$ cat src/rtl/multicycle_control_unit.sv
// -----------------------------------------------------------------------------
// multicycle_control_unit
//
// Moore-style control FSM for a multicycle RV32-subset datapath. Each
// instruction walks FETCH -> DECODE -> class-specific states -> FETCH.
// Memory states (FETCH, MEM_RD, MEM_WR) wait on mem_ready_i. A bounded wait
// counter turns a stuck bus into a sticky bus fault. An unknown opcode gives a
// sticky illegal-opcode fault. Both faults park the FSM in FAULT until reset.
//
// Parameters:
//   MEM_TIMEOUT     cycles a memory state may wait for mem_ready_i (>= 1)
//
// Ports:
//   clk, reset      rising-edge clock, synchronous active-high reset
//   op_i, funct3_i  instruction opcode [6:0] and funct3 [14:12]
//   zero_i          ALU zero flag, used by BRANCH
//   mem_ready_i     memory completion handshake
//   mem_req_o, mem_write_o, mem_addr_src_o    memory request controls
//   ir_write_o, pc_write_o, old_pc_write_o, reg_write_o   write strobes
//   alu_src_a_o, alu_src_b_o, alu_op_o, result_src_o      datapath selects
//   fault_o         0 none, 1 illegal opcode, 2 bus timeout (sticky)
//   state_o         current state, for debug
// -----------------------------------------------------------------------------
module multicycle_control_unit #(
  parameter int MEM_TIMEOUT = 16
) (
  input  logic       clk,
  input  logic       reset,
  input  logic [6:0] op_i,
  input  logic [2:0] funct3_i,
  input  logic       zero_i,
  input  logic       mem_ready_i,
  output logic       mem_req_o,
  output logic       mem_write_o,
  output logic       mem_addr_src_o,
  output logic       ir_write_o,
  output logic       pc_write_o,
  output logic       old_pc_write_o,
  output logic       reg_write_o,
  output logic [1:0] alu_src_a_o,
  output logic [1:0] alu_src_b_o,
  output logic [1:0] alu_op_o,
  output logic [1:0] result_src_o,
  output logic [1:0] fault_o,
  output logic [3:0] state_o
);

  localparam logic [3:0] S_FETCH    = 4'd0;
  localparam logic [3:0] S_DECODE   = 4'd1;
  localparam logic [3:0] S_MEM_ADDR = 4'd2;
  localparam logic [3:0] S_MEM_RD   = 4'd3;
  localparam logic [3:0] S_MEM_WB   = 4'd4;
  localparam logic [3:0] S_MEM_WR   = 4'd5;
  localparam logic [3:0] S_EXEC_R   = 4'd6;
  localparam logic [3:0] S_EXEC_I   = 4'd7;
  localparam logic [3:0] S_ALU_WB   = 4'd8;
  localparam logic [3:0] S_BRANCH   = 4'd9;
  localparam logic [3:0] S_JAL      = 4'd10;
  localparam logic [3:0] S_LUI      = 4'd11;
  localparam logic [3:0] S_FAULT    = 4'd12;

  localparam logic [1:0] FAULT_NONE    = 2'd0;
  localparam logic [1:0] FAULT_ILLEGAL = 2'd1;
  localparam logic [1:0] FAULT_BUS     = 2'd2;

  localparam logic [6:0] OP_LOAD   = 7'h03;
  localparam logic [6:0] OP_STORE  = 7'h23;
  localparam logic [6:0] OP_RTYPE  = 7'h33;
  localparam logic [6:0] OP_ITYPE  = 7'h13;
  localparam logic [6:0] OP_BRANCH = 7'h63;
  localparam logic [6:0] OP_JAL    = 7'h6F;
  localparam logic [6:0] OP_LUI    = 7'h37;

  localparam int CNT_W = $clog2(MEM_TIMEOUT + 1);
  localparam logic [CNT_W-1:0] CNT_LAST = CNT_W'(MEM_TIMEOUT - 1);

  logic [3:0]       state;
  logic [3:0]       state_next;
  logic [1:0]       fault_q;
  logic [1:0]       fault_next;
  logic [CNT_W-1:0] wait_cnt;
  logic             mem_wait_state;
  logic             timeout;

  // wait_cnt holds the number of cycles already spent waiting in the current
  // memory state, so the MEM_TIMEOUT-th waiting cycle is the one that sees
  // CNT_LAST. A ready on that same cycle still wins over the timeout.
  always_comb begin
    mem_wait_state = (state == S_FETCH) || (state == S_MEM_RD) ||
                     (state == S_MEM_WR);
    timeout        = mem_wait_state && !mem_ready_i && (wait_cnt == CNT_LAST);
  end

  always_comb begin
    state_next = state;
    fault_next = fault_q;
    case (state)
      S_FETCH: begin
        if (mem_ready_i) begin
          state_next = S_DECODE;
        end else if (timeout) begin
          state_next = S_FAULT;
          fault_next = FAULT_BUS;
        end
      end
      S_DECODE: begin
        case (op_i)
          OP_LOAD, OP_STORE: state_next = S_MEM_ADDR;
          OP_RTYPE:          state_next = S_EXEC_R;
          OP_ITYPE:          state_next = S_EXEC_I;
          OP_BRANCH:         state_next = S_BRANCH;
          OP_JAL:            state_next = S_JAL;
          OP_LUI:            state_next = S_LUI;
          default: begin
            state_next = S_FAULT;
            fault_next = FAULT_ILLEGAL;
          end
        endcase
      end
      S_MEM_ADDR: state_next = (op_i == OP_LOAD) ? S_MEM_RD : S_MEM_WR;
      S_MEM_RD: begin
        if (mem_ready_i) begin
          state_next = S_MEM_WB;
        end else if (timeout) begin
          state_next = S_FAULT;
          fault_next = FAULT_BUS;
        end
      end
      S_MEM_WR: begin
        if (mem_ready_i) begin
          state_next = S_FETCH;
        end else if (timeout) begin
          state_next = S_FAULT;
          fault_next = FAULT_BUS;
        end
      end
      S_EXEC_R, S_EXEC_I: state_next = S_ALU_WB;
      S_MEM_WB, S_ALU_WB, S_BRANCH, S_JAL, S_LUI: state_next = S_FETCH;
      S_FAULT: state_next = S_FAULT;
      // Unused encodings recover to FETCH.
      default: state_next = S_FETCH;
    endcase
  end

  // State, fault and wait-counter registers.
  always_ff @(posedge clk) begin
    if (reset) begin
      state    <= S_FETCH;
      fault_q  <= FAULT_NONE;
      wait_cnt <= '0;
    end else begin
      state   <= state_next;
      fault_q <= fault_next;
      // Any state change clears the counter, so every memory state starts
      // counting from zero on entry.
      if ((state_next != state) || !mem_wait_state) begin
        wait_cnt <= '0;
      end else begin
        wait_cnt <= wait_cnt + CNT_W'(1);
      end
    end
  end

  // Output decode from the registered state. FETCH strobes are qualified by
  // the handshake, BRANCH's pc_write_o by the compare result.
  always_comb begin
    mem_req_o      = 1'b0;
    mem_write_o    = 1'b0;
    mem_addr_src_o = 1'b0;
    ir_write_o     = 1'b0;
    pc_write_o     = 1'b0;
    old_pc_write_o = 1'b0;
    reg_write_o    = 1'b0;
    alu_src_a_o    = 2'd0;
    alu_src_b_o    = 2'd0;
    alu_op_o       = 2'd0;
    result_src_o   = 2'd0;
    case (state)
      S_FETCH: begin
        mem_req_o      = 1'b1;
        alu_src_b_o    = 2'd2;
        ir_write_o     = mem_ready_i;
        pc_write_o     = mem_ready_i;
        old_pc_write_o = mem_ready_i;
      end
      S_DECODE: begin
        alu_src_a_o = 2'd1;
        alu_src_b_o = 2'd1;
      end
      S_MEM_ADDR: begin
        alu_src_a_o = 2'd2;
        alu_src_b_o = 2'd1;
      end
      S_MEM_RD: begin
        mem_req_o      = 1'b1;
        mem_addr_src_o = 1'b1;
      end
      S_MEM_WB: begin
        reg_write_o  = 1'b1;
        result_src_o = 2'd1;
      end
      S_MEM_WR: begin
        mem_req_o      = 1'b1;
        mem_write_o    = 1'b1;
        mem_addr_src_o = 1'b1;
      end
      S_EXEC_R: begin
        alu_src_a_o = 2'd2;
        alu_op_o    = 2'd2;
      end
      S_EXEC_I: begin
        alu_src_a_o = 2'd2;
        alu_src_b_o = 2'd1;
        alu_op_o    = 2'd2;
      end
      S_ALU_WB: reg_write_o = 1'b1;
      S_BRANCH: begin
        alu_src_a_o = 2'd2;
        alu_op_o    = 2'd1;
        case (funct3_i)
          3'b000:  pc_write_o = zero_i;
          3'b001:  pc_write_o = !zero_i;
          default: pc_write_o = 1'b0;
        endcase
      end
      S_JAL: begin
        reg_write_o = 1'b1;
        pc_write_o  = 1'b1;
        alu_src_a_o = 2'd1;
        alu_src_b_o = 2'd2;
      end
      S_LUI: begin
        reg_write_o  = 1'b1;
        result_src_o = 2'd2;
      end
      default: begin
      end
    endcase
  end

  assign fault_o = fault_q;
  assign state_o = state;

endmodule

$ cat config.mk
export PLATFORM = sky130hd
export DESIGN_NAME = multicycle_control_unit
export DESIGN_NICKNAME = d
export VERILOG_FILES = /design/src/rtl/multicycle_control_unit.sv
export SDC_FILE = /design/constraint.sdc
export NUM_CORES = 1
export LEC_CHECK = 0
export ABC_AREA = 0
export CORE_MARGIN = 2
export CORE_UTILIZATION = 45
export CTS_CLUSTER_DIAMETER = 200
export DETAILED_ROUTE_END_ITERATION = 8
export PLACE_DENSITY_LB_ADDON = 0.08
export SYNTH_ARGS = -nofsm -noshare
export SYNTH_HDL_FRONTEND = slang
export SYNTH_SLANG_ARGS = --single-unit
$ cat constraint.sdc
create_clock -name clk -period 2.9 [get_ports clk]
set_input_delay 0.29 -clock clk [delete_from_list [all_inputs] [get_ports clk]]
set_output_delay 0.29 -clock clk [all_outputs]
set_load 0.05 [all_outputs]
* After elaboration in Yosys (flattened, before gate mapping)
Cells that the tools add are included.
** Word-level totals
- Bits in registers :: 11
- Input bits :: 14
- Word-level logic and storage cells :: 74
** Operators by class
- Add/subtract/negate cells :: 1
- Equality and inequality tests :: 25
- Mux-type cells :: 22
- Reductions and logical operators :: 23
** Operators with widths (count)
- $pmux 4 s7 :: 1
- $pmux 4 s6 :: 1
- $eq 7x6->1 const B :: 3
- $eq 4x4->1 const B :: 5
- $pmux 2 s2 :: 5
- $eq 4x3->1 const B :: 4
- $mux 4 :: 4
- $eq 7x7->1 const B :: 2
- $reduce_or 2->1 :: 6
- $eq 4x2->1 const B :: 2
- $reduce_or 4->1 :: 2
- $eq 7x2->1 const B :: 1
- $eq 7x5->1 const B :: 1
- $reduce_or 7->1 :: 1
- $mux 2 :: 3
- $reduce_or 3->1 :: 2
- $add 5x1->5 const B :: 1
- $eq 5x4->1 const B :: 1
- $mux 1 :: 5
- $eq 4x1->1 const B :: 1
- $logic_not 4->1 :: 1
- $ne 2x2->1 const B :: 2
- $ne 4x4->1 :: 1
- $reduce_and 4->1 :: 1
- other kinds (10) :: 15

* Depth between registers and ports, before layout
- Depth after elaboration :: 11
- Depth in mapped cells :: 7
- Depth with buffers taken out :: 7

* Least setup slack after synthesis
No wires, ideal clock.
- Path type :: register to output
- From :: reg state[3] (netlist: state_o[3])
- To :: out alu_src_b_o[1]
- Data arrival time :: 2320 ps
- Setup slack :: 290 ps
- Stages on the path, launching flop included :: 5
- Cells stage by stage :: dfxtp_1 > buf_2 > buf_2 > xor2_1 > nor3_1
** Between the ends
- Cells in the longest elaborated chain, start to end :: 3
** RTL lines
- start: declaration :: RTL line 77 : logic [3:0] state;
- start signal: assignment :: RTL line 152 : state <= state_next;
- $eq 4x1->1, or another cell as far along :: RTL line 178 : case (state)
- $reduce_or 3->1 (no line) / $reduce_or 2->1 (equally long branches)
- $pmux 2 s2 * :: RTL line 178
- end: declaration :: RTL line 41 : output logic [1:0] alu_src_b_o,
Mark *: on every way between the ends. The rest lies on a longest branch, timed or not.

* Worst setup path in the final report
- From :: reg state[1] (netlist: state_o[1])
- To :: out reg_write_o
** Between the ends
- Cells in the longest elaborated chain, start to end :: 3
** RTL lines
- $eq 4x4->1 / $eq 4x3->1 (equally long branches) :: RTL line 178
- $reduce_or 4->1 (no line) *
- $mux 1 * :: RTL line 178
- end: declaration :: RTL line 39 : output logic reg_write_o,
Marked as above.

==> run summary <==
Num CTS Buffers: 3
Final Critical Period: 2670 ps
Top_reg_cell synth: dfxtp_1
Cts repair resizes: 0
Pin count of the biggest net entering global routing: 22
Wirelength per Cell: 13.3 um
Core Box Area: 0.00217 mm2
FMAX: 374 MHz
Antenna violations before repair: 0
Register area share after synthesis: 21.6%
Max Cap Violations: 0
Worst Skew: 2.24 ps
Crit path launch type: flop
Final Hold Viols: 0
Power Density: 388 mW/mm2
Final HPWL from detailed placement: 1930 um
Clock Latency Late Sink: 270 ps
Die width: 51.6 um
Final #Nets: 183
Site Rows: 17
Io pins: 35
Max incr delay on CP: 820 ps
Largest family of logic cells by synthesized area: simple AND/OR/NAND/NOR gates
Total gr overflow: 0
Ys async rst share: 0%
First-pass detailed-route iteration total: 7
Post-synth EDFFs: 0
Top-area cell type share of the netlist area: 21.6%
Peak supply drop: 0.266 mV
GR Util All Layers: 20.5%
Worst EP arrival: 2380 ps
Final WL: 2570 um
Tightest Pin Transition: 666 ps
Slowest-stage cell, CP: clkdlybuf4s50_1
Fillcell total: 207
Placer Congestion: 0.777
CTS tree: done
Clk root buf: clkbuf_4
Critical path, cell by cell: clkinv_1 > or2_1 > o21ai_1 > clkdlybuf4s50_1
RSZ-0062 raised after global routing: false
Design Power: 0.535 mW
N_diodes: 0
Pins over their slew limit: 0
Mapped cell area: 0.00102 mm2
Synth Register Bits: 11
Post-CTS Repair Setup Buffers: 0
Ranking of synthesized cells by area: dfxtp_1 (22%), nor2_1 (6.3%), buf_2 (4.4%)
Clock Sinks: 11
Post-route antenna net violation count: 0
Rel. slew slack: 55.6%
Die area: 0.00266 mm2
Synth Area in Compound Gates: 27.0%
Final core area utilization: 63.7%
Adder-Cell Fraction of Synth Area: 2.46%
Synthesized area per cell: 7.49 um2
Syn_nets: 152
DR vias: 1109
Simple-gate share of the synthesized area: 34.8%
Vias per cell: 5.72
Post-Synth XOR/XNOR Area: 5.16%
Most frequent cells in the layout: clkdlybuf4s50_1 (32), nor2_1 (17), dfxtp_1 (11)
Final setup fails: 0
Syn. warnings: 0
Vias in the first global route: 937
Setup TNS Final: 0 ps
Critical path type: flop to output pin
Hold Path Class: flop to flop
Share of layout cells above drive strength 1: 7.23%
Status: finished, final reports clean
Reg clk slew, reported paths: 70 ps
Die Y-Extent: 51.6 um
Flop-to-flop setup slack: 990 ps
Setup crit end kind: output pin
Post-synth cell types: 48
Part of the cycle the worst path needs: 92.2%
Area delta synth->final: 35.6%
Drt initial violations: 30
Post-CTS Hold Buffers: 0
CTS H-tree depth: 1
Critical Path RT: 2610 ps
IO buf count: 34
Remaining DRCs: 0
Mux contribution to synthesized area: 1.97%
Starting Density: 46.9%
Largest area contributor in the netlist: dfxtp_1
Commonest non-fill, non-tap cell in the layout: clkdlybuf4s50_1
Leakage: 0.498 nW
Synth Instances: 136
First-pass GRT wire length: 4220 um
Worst Path Max Fanout: 13
Clock Tree Buf Depth: 2
final timing paths:
path	from	to	depth (start not counted)
setup / recovery	state_o[1]	reg_write_o	4
hold / removal	wait_cnt[0]	wait_cnt[0]	1
setup reg to reg	wait_cnt[0]	state_o[3]	7
hold reg to reg	wait_cnt[0]	wait_cnt[0]	1
layer usage:
| layer | global-route usage, % | part of all wire [%] |
|---|---|---|
| met4 | 6.58 | 1.3 |
| met5 | 0 | 0 |
| met2 | 32.1 | 43 |
| met3 | 1.72 | 6.8 |
| met1 | 29.6 | 49 |
sequential cells by signal, summed over array words and instances, names as in the netlist:
name / count
state_o: 4
wait_cnt: 5
fault_o: 2
cells by family after synthesis:
group | count (synthesis)
mux | 2
flops | 11
fa+ha+maj | 2
compound gates | 39
buf+inv | 15
xor+xnor | 6
simple gates | 61
cells in the mapped netlist (all sizes together) (3+ instances only):
master  count
a211oi      4
dfxtp      11
inv         3
nand2       3
xnor2       3
o21a        3
a21oi       9
and3        3
nor2       17
nor3        8
xor2        3
nand3       4
o21ai       5
nand2b      7
a22oi       3
nor2b       3
buf        10
a31oi       3
critical path, delay by kind of cell (launching register included):
kind            cells  cell delay, ps
compound gates      1              70
buf+inv             2            1100
flops               1             640
simple gates        1             290
layout make-up:
class | instances | area, um2 | share of cell area (%)
clock buffers | 4 | 26.3 | 1.90
repair buffers | 37 | 358 | 25.9
inverters | 4 | 15.0 | 1.09
flip-flops and latches | 11 | 220 | 15.9
well taps | 28 | 35.0 | 2.54
multi-input cells | 110 | 727 | 52.6
per-stage QoR:
stage,std cells,instance area (um2),setup slack (ps),hold WS (ps)
after floorplan,136,1020,290,423
after global placement,190,1360,566,441
after detailed placement,190,1360,537,453
after CTS,194,1380,223,461
after global routing,194,1380,44.3,484
final,194,1380,227,464
power by group:
part | total [mW] | internal (mW) | switching (mW)
combinational | 0.256 | 0.0968 | 0.159
sequential | 0.174 | 0.158 | 0.0156
clock | 0.106 | 0.0534 | 0.0528
Note: power is estimated with default switching activity, not from simulation.
